[config.mk]
export PLATFORM = sky130hd
export DESIGN_NAME = floor_request_scheduler
export DESIGN_NICKNAME = d
export VERILOG_FILES = /design/src/rtl/floor_request_scheduler.sv
export SDC_FILE = /design/constraint.sdc
export NUM_CORES = 1
export LEC_CHECK = 0
export CORE_MARGIN = 5
export CORE_UTILIZATION = 25
export DETAILED_ROUTE_END_ITERATION = 12
export PLACE_DENSITY = 0.42
export SYNTH_ARGS = -nofsm -noshare
export SYNTH_HDL_FRONTEND = slang
export SYNTH_SLANG_ARGS = --single-unit
[constraint.sdc]
create_clock -name clk -period 2.31 [get_ports clk]
set_input_delay 0.462 -clock clk [delete_from_list [all_inputs] [get_ports clk]]
set_output_delay 0.462 -clock clk [all_outputs]
set_load 0.005 [all_outputs]
[src/rtl/floor_request_scheduler.sv]
// -----------------------------------------------------------------------------
// floor_request_scheduler
// Request-side front end for the elevator controller. It debounces the raw call
// buttons and latches them as pending requests. It picks the next target floor
// in SCAN order and drives it to the controller. When the controller reports
// arrival it holds the door open for a fixed dwell, then clears the served
// request.
//
// Ports:
//   clk             in   clock
//   rst_n           in   asynchronous reset, active-high (historical name)
//   call_btn        in   raw asynchronous call buttons, bit f = floor f
//   current_floor   in   floor reported by the elevator controller
//   idle            in   controller is stationary
//   requested_floor out  target floor handed to the controller
//   pending         out  latched outstanding requests
//   direction_up    out  SCAN sweep direction, 1 = up
//   door_open       out  high while dwelling at a served floor
// -----------------------------------------------------------------------------
module floor_request_scheduler #(
    parameter int NUM_FLOORS      = 8,
    parameter int DEBOUNCE_CYCLES = 4,
    parameter int DWELL_CYCLES    = 16
) (
    input  logic                  clk,
    input  logic                  rst_n,
    input  logic [NUM_FLOORS-1:0] call_btn,
    input  logic [3:0]            current_floor,
    input  logic                  idle,
    output logic [3:0]            requested_floor,
    output logic [NUM_FLOORS-1:0] pending,
    output logic                  direction_up,
    output logic                  door_open
);

    localparam int CW = $clog2(DEBOUNCE_CYCLES + 1);
    localparam int DW = (DWELL_CYCLES > 1) ? $clog2(DWELL_CYCLES) : 1;

    typedef enum logic [1:0] {ST_IDLE, ST_SELECT, ST_TRAVEL, ST_DWELL} state_t;

    // One-hot mask for a floor index; out-of-range floors give an empty mask.
    function automatic logic [NUM_FLOORS-1:0] floor_mask(input logic [3:0] f);
        logic [NUM_FLOORS-1:0] m;
        m = {NUM_FLOORS{1'b0}};
        for (int i = 0; i < NUM_FLOORS; i++) begin
            if (f == 4'(i)) begin
                m[i] = 1'b1;
            end else begin
                m[i] = 1'b0;
            end
        end
        return m;
    endfunction

    logic [NUM_FLOORS-1:0] sync1_r, sync2_r, pending_r;
    logic [CW-1:0]         deb_cnt_r [NUM_FLOORS];
    state_t                state_r, state_s;
    logic [3:0]            req_r, req_s;
    logic                  dir_r, dir_s, door_r, door_s;
    logic [DW-1:0]         dwell_cnt_r, dwell_cnt_s;

    logic [NUM_FLOORS-1:0] press_s, clr_mask_s, absorb_mask_s, pending_s;
    logic                  cur_valid_s, cur_pending_s, arrival_s;
    logic                  found_above_s, found_below_s;
    logic [3:0]            lowest_above_s, highest_below_s;

    // Two-flop synchronizers for the raw buttons.
    always_ff @(posedge clk or posedge rst_n) begin
        if (rst_n) begin
            sync1_r <= {NUM_FLOORS{1'b0}};
            sync2_r <= {NUM_FLOORS{1'b0}};
        end else begin
            sync1_r <= call_btn;
            sync2_r <= sync1_r;
        end
    end

    // Per-button stability counters: count while high, saturate, clear when low.
    always_ff @(posedge clk or posedge rst_n) begin
        if (rst_n) begin
            for (int i = 0; i < NUM_FLOORS; i++) begin
                deb_cnt_r[i] <= {CW{1'b0}};
            end
        end else begin
            for (int i = 0; i < NUM_FLOORS; i++) begin
                if (!sync2_r[i]) begin
                    deb_cnt_r[i] <= {CW{1'b0}};
                end else if (deb_cnt_r[i] != CW'(DEBOUNCE_CYCLES)) begin
                    deb_cnt_r[i] <= deb_cnt_r[i] + CW'(1);
                end else begin
                    deb_cnt_r[i] <= deb_cnt_r[i];
                end
            end
        end
    end

    // Press event fires once, on the cycle the counter steps onto the threshold.
    always_comb begin
        press_s = {NUM_FLOORS{1'b0}};
        for (int i = 0; i < NUM_FLOORS; i++) begin
            press_s[i] = sync2_r[i] && (deb_cnt_r[i] == CW'(DEBOUNCE_CYCLES - 1));
        end
    end

    // Nearest pending floor above and below the current floor.
    always_comb begin
        cur_valid_s     = ({1'b0, current_floor} < 5'(NUM_FLOORS));
        cur_pending_s   = ((pending_r & floor_mask(current_floor)) != {NUM_FLOORS{1'b0}});
        found_above_s   = 1'b0;
        found_below_s   = 1'b0;
        lowest_above_s  = 4'd0;
        highest_below_s = 4'd0;
        for (int i = NUM_FLOORS - 1; i >= 0; i--) begin
            if (pending_r[i] && (5'(i) > {1'b0, current_floor})) begin
                found_above_s  = 1'b1;
                lowest_above_s = 4'(i);
            end else begin
                found_above_s  = found_above_s;
            end
        end
        for (int i = 0; i < NUM_FLOORS; i++) begin
            if (pending_r[i] && (5'(i) < {1'b0, current_floor})) begin
                found_below_s   = 1'b1;
                highest_below_s = 4'(i);
            end else begin
                found_below_s   = found_below_s;
            end
        end
        arrival_s = idle && cur_valid_s && (current_floor == req_r);
    end

    // Next-state, target selection, retargeting and dwell control.
    always_comb begin
        state_s       = state_r;
        req_s         = req_r;
        dir_s         = dir_r;
        dwell_cnt_s   = dwell_cnt_r;
        clr_mask_s    = {NUM_FLOORS{1'b0}};
        absorb_mask_s = {NUM_FLOORS{1'b0}};
        case (state_r)
            ST_IDLE: begin
                if (pending_r != {NUM_FLOORS{1'b0}}) begin
                    state_s = ST_SELECT;
                end else begin
                    state_s = ST_IDLE;
                end
            end
            ST_SELECT: begin
                state_s = ST_TRAVEL;
                if (pending_r == {NUM_FLOORS{1'b0}}) begin
                    state_s = ST_IDLE;
                end else if (cur_pending_s) begin
                    req_s = current_floor;
                end else if (dir_r) begin
                    if (found_above_s) begin
                        req_s = lowest_above_s;
                    end else begin
                        req_s = highest_below_s;
                        dir_s = 1'b0;
                    end
                end else begin
                    if (found_below_s) begin
                        req_s = highest_below_s;
                    end else begin
                        req_s = lowest_above_s;
                        dir_s = 1'b1;
                    end
                end
            end
            ST_TRAVEL: begin
                if (arrival_s) begin
                    state_s     = ST_DWELL;
                    clr_mask_s  = floor_mask(req_r);
                    dwell_cnt_s = {DW{1'b0}};
                end else if (!cur_valid_s) begin
                    req_s = req_r;
                end else if ((req_r > current_floor) && found_above_s && (lowest_above_s < req_r)) begin
                    req_s = lowest_above_s;
                end else if ((req_r < current_floor) && found_below_s && (highest_below_s > req_r)) begin
                    req_s = highest_below_s;
                end else begin
                    req_s = req_r;
                end
            end
            ST_DWELL: begin
                absorb_mask_s = floor_mask(req_r);
                if ((press_s & absorb_mask_s) != {NUM_FLOORS{1'b0}}) begin
                    dwell_cnt_s = {DW{1'b0}};
                end else if (dwell_cnt_r == DW'(DWELL_CYCLES - 1)) begin
                    dwell_cnt_s = {DW{1'b0}};
                    state_s     = ST_IDLE;
                end else begin
                    dwell_cnt_s = dwell_cnt_r + DW'(1);
                end
            end
            default: begin
                state_s = ST_IDLE;
            end
        endcase
        // Clear beats a same-cycle set; the dwelling floor never re-latches.
        pending_s = (pending_r | (press_s & ~absorb_mask_s)) & ~clr_mask_s;
        if ((state_r == ST_DWELL) && (state_s == ST_IDLE) && (pending_s != {NUM_FLOORS{1'b0}})) begin
            state_s = ST_SELECT;
        end else begin
            state_s = state_s;
        end
        door_s = (state_s == ST_DWELL);
    end

    // State, request and output registers.
    always_ff @(posedge clk or posedge rst_n) begin
        if (rst_n) begin
            state_r     <= ST_IDLE;
            req_r       <= 4'd0;
            dir_r       <= 1'b1;
            door_r      <= 1'b0;
            dwell_cnt_r <= {DW{1'b0}};
            pending_r   <= {NUM_FLOORS{1'b0}};
        end else begin
            state_r     <= state_s;
            req_r       <= req_s;
            dir_r       <= dir_s;
            door_r      <= door_s;
            dwell_cnt_r <= dwell_cnt_s;
            pending_r   <= pending_s;
        end
    end

    assign requested_floor = req_r;
    assign pending         = pending_r;
    assign direction_up    = dir_r;
    assign door_open       = door_r;

endmodule

==> impl_metrics.tcl <==
set metrics [dict create \
    critical-path-slowest-cell "sky130_fd_sc_hd__or4_4" \
    grt_overflow 0 \
    fmax_mhz 400 \
    cts_root_buf "sky130_fd_sc_hd__clkbuf_16" \
    drt-vias-per-instance 4.74 \
    p_per_area_mw_per_mm2 1150 \
    clock-sinks 60 \
    routed_wire_length_per_instance_um 14.7 \
    routed_wl_um 10400 \
    result_of_the_run "complete, but fails checks" \
    cts_tree "yes" \
    tmin_final_ns 2.50 \
    number_of_antenna_violations_at_the_first_check_in_global_routing 0 \
    filler_cell_count 1454 \
    ioPinCount 29 \
    synth_nets 430 \
    total_leakage_power_nw 2.51 \
    final_hold_viol_count 0 \
    path_class "flop to flop" \
    grt_pass1_wl_um 17300 \
    period_share_pct 108 \
    setup_viol 5 \
    cp.required_ns 2.52 \
    first_global_vias 3515 \
    cp_data_arrival_time_ns 2.70 \
    ys.flop_type "sky130_fd_sc_hd__dfrtp_1" \
    n_antenna_cell 0 \
    holdCritPathClass "flop to flop" \
    ys_warn_count 0 \
    latest_clock_arrival_within_the_worst_skew_pair_ns 0.33 \
    busiest_layer "met2" \
    grt_max_degree 61 \
    commonest_cells_after_routing_fill_and_taps_aside "sky130_fd_sc_hd__buf_4 (101), sky130_fd_sc_hd__dfrtp_1 (56), sky130_fd_sc_hd__inv_1 (35)" \
    global_route_met3_utilization_pct 2.24 \
    synth_enable_flop_cells 0 \
    worstSetupStartpointType "flop" \
    netlist_instances 381 \
    detail_route.iter0.violations 223 \
    syn_area_mm2 0.00376 \
    rows 44 \
    grt.met1_usage_pct 14.9 \
    drc_errors 0 \
    synth.avg_cell_area_um2 9.86 \
    numCtsBuffers 9 \
    fp.dieH_um 133 \
    critical_path.max_stage_delay_ns 0.52 \
    failed_checks "negative setup slack" \
    layout_commonest_cell "sky130_fd_sc_hd__buf_4" \
    crit_path_max_fanout 4 \
    via_count 3361 \
    placement.setup.worst_slack_ns -1.07 \
    clkSlewWorstSetupHoldPaths_ns 0.06 \
    worstMarginPinSlew_ns 0.444 \
    vdd_ir_drop_max_mv 0.453 \
    globalplace.congestion 0.816 \
    synth-async-reset-ratio_pct 100 \
    clock_skew_ns 0.00795 \
    timing.critical_path.max_delay_family "simple AND/OR/NAND/NOR gates" \
    timing.critical_path.cells "ha_4, and4_4, and2_4, nand3_4, o32a_4, or4_4, and4bb_1, o22ai_1" \
    max_slew_violation_count 0 \
    nets 569 \
    post-route-worst-setup-slack_ns -0.187 \
    htree_levels 3 \
    dpl.hpwl_um 7940 \
    initial_utilization_pct 25.6 \
    ys_ff_latch 60 \
    drtAntennaViolNets 0 \
    final.setup.tns_ns -0.764 \
    die-area_mm2 0.0176 \
    ys_seq_area_share_pct 40.0 \
    drive_above_1_share_pct 38.3 \
    numPortBuffers 28 \
    rsz_0062_raised_after_global_routing "yes" \
    setup.worst_path.end_class "flop" \
    max_slew_margin_pct 70.0 \
    drv.max_cap_violation_count 0 \
    drt_pre_antenna_iters 4 \
    yosysUniqueCellTypes 74 \
    layout_overhead_on_the_synthesized_area_pct 50.2 \
    cts_buffer_depth 2 \
    core_area_mm2 0.0146 \
    globalRouteMet2Util_pct 20.3 \
    groute.usage.overall_pct 12.2 \
    critical_path_buf_inv_count 0 \
    die_width_um 133 \
]
[worst reg2reg max path: stages (launching register included)]
cell and delay (ns):
sky130_fd_sc_hd__dfrtp_1 0.43, sky130_fd_sc_hd__ha_4 0.29, sky130_fd_sc_hd__and4_4 0.21, sky130_fd_sc_hd__and2_4 0.17, sky130_fd_sc_hd__nand3_4 0.09, sky130_fd_sc_hd__o32a_4 0.32, sky130_fd_sc_hd__or4_4 0.52, sky130_fd_sc_hd__and4bb_1 0.29
sky130_fd_sc_hd__o22ai_1 0.06
[cells in the mapped netlist (all sizes together) (2+ instances only)]
cell type,instances,area [µm²]
dfrtp,59,1480
a211o,2,17.5
xnor2,8,70.1
o21bai,4,33.8
o2111ai,3,26.3
o31ai,3,22.5
a22oi,2,20.0
nand2,35,131
and3,2,13.8
a311oi,2,17.5
a211oi,2,15.0
nand2b,3,26.3
a21oi,15,75.1
o21ai,15,75.1
a41oi,2,17.5
o32a,5,53.8
nand3,12,65.1
or4,3,22.5
nor2,25,93.8
o22ai,4,25.0
o2bb2ai,2,17.5
o31a,2,17.5
ha,34,425
nor2b,5,31.3
a2bb2oi,5,43.8
and2,10,67.6
mux4,4,93.8
inv,42,158
o211ai,3,22.5
mux2i,2,20.0
nor3,7,56.3
o2111a,2,22.5
or2,2,12.5
a31oi,6,37.5
o21a,2,15.0
a21o,3,30.0
a21boi,17,128
buf,7,50.1
[timing repair]
action / CTS / global route
pin swaps: 33 / 13
resized for setup: 65 / 20
hold buffers: 0 / 0
setup buffers: 15 / 7
endpoints found under the setup margin: 9 / 8
[layout make-up]
cell class | count | area [µm²] | area share, %
clock buffers | 10 | 239 | 4.24
clock inverters | 6 | 63.8 | 1.13
inverters | 42 | 163 | 2.88
multi-input cells | 271 | 2330 | 41.2
flip-flops and latches | 60 | 1510 | 26.7
well taps | 184 | 230 | 4.08
repair buffers | 136 | 1110 | 19.7
[kinds of logic after synthesis]
group | after synthesis | synth area share (%)
AOI/OAI and AO/OA | 110 | 22.0
and+or+nand+nor | 112 | 15.9
muxes | 7 | 3.33
adders and majority gates | 34 | 11.3
buffers and inverters | 50 | 5.66
xor gates and xnor gates | 8 | 1.87
DFF | 60 | 40.0
[through the flow]
stage               cells  instance area [µm²]  util [%]  power (mW)  hold WS (ns)
floorplan             381                 3760         -        3.27         0.331
global placement      672                 4880      33.3        4.60         0.332
detailed placement    672                 4880      33.3        4.66         0.335
CTS                   703                 5530      37.8        6.37         0.347
global route          709                 5640      38.5        6.97         0.352
finish                709                 5640      38.5        6.46         0.345
[worst paths after layout]
check / startpoint / to / slack [ns] / depth (start not counted)
hold / removal: sync1_r[6] / sync2_r[6] / 0.35 / 0
setup reg to reg: requested_floor[1] / state_r[0] / -0.19 / 8
hold reg to reg: sync1_r[6] / sync2_r[6] / 0.35 / 0
setup / recovery: requested_floor[1] / state_r[0] / -0.19 / 8
min in group asynchronous: rst_n / sync1_r[0] / 0.52 / 3
max in group asynchronous: rst_n / direction_up / 1.48 / 3
[state kept, by name (all words and copies together) (netlist names)]
name,count
sync2_r,8
requested_floor,4
sync1_r,8
door_open,1
pending,8
direction_up,1
deb_cnt_r,24
state_r,2
dwell_cnt_r,4
[where the power goes]
| part | switching (mW) | internal [mW] | total [mW] |
|---|---|---|---|
| clock | 0.480 | 0.861 | 1.34 |
| combinational | 1.58 | 1.82 | 3.39 |
| sequential | 0.328 | 1.40 | 1.72 |
| total | 2.38 | 4.08 | 6.46 |
[per-layer routing]
layer / up-vias / wire (µm) / share of wire, %
li1: 1651 / - / -
met1: 1603 / 4650 / 45
met2: 79 / 4990 / 48
met3: 28 / 464 / 4.4
met4: 0 / 329 / 3.2
met5: - / 0 / 0
Power figures use the tool's default switching activity.
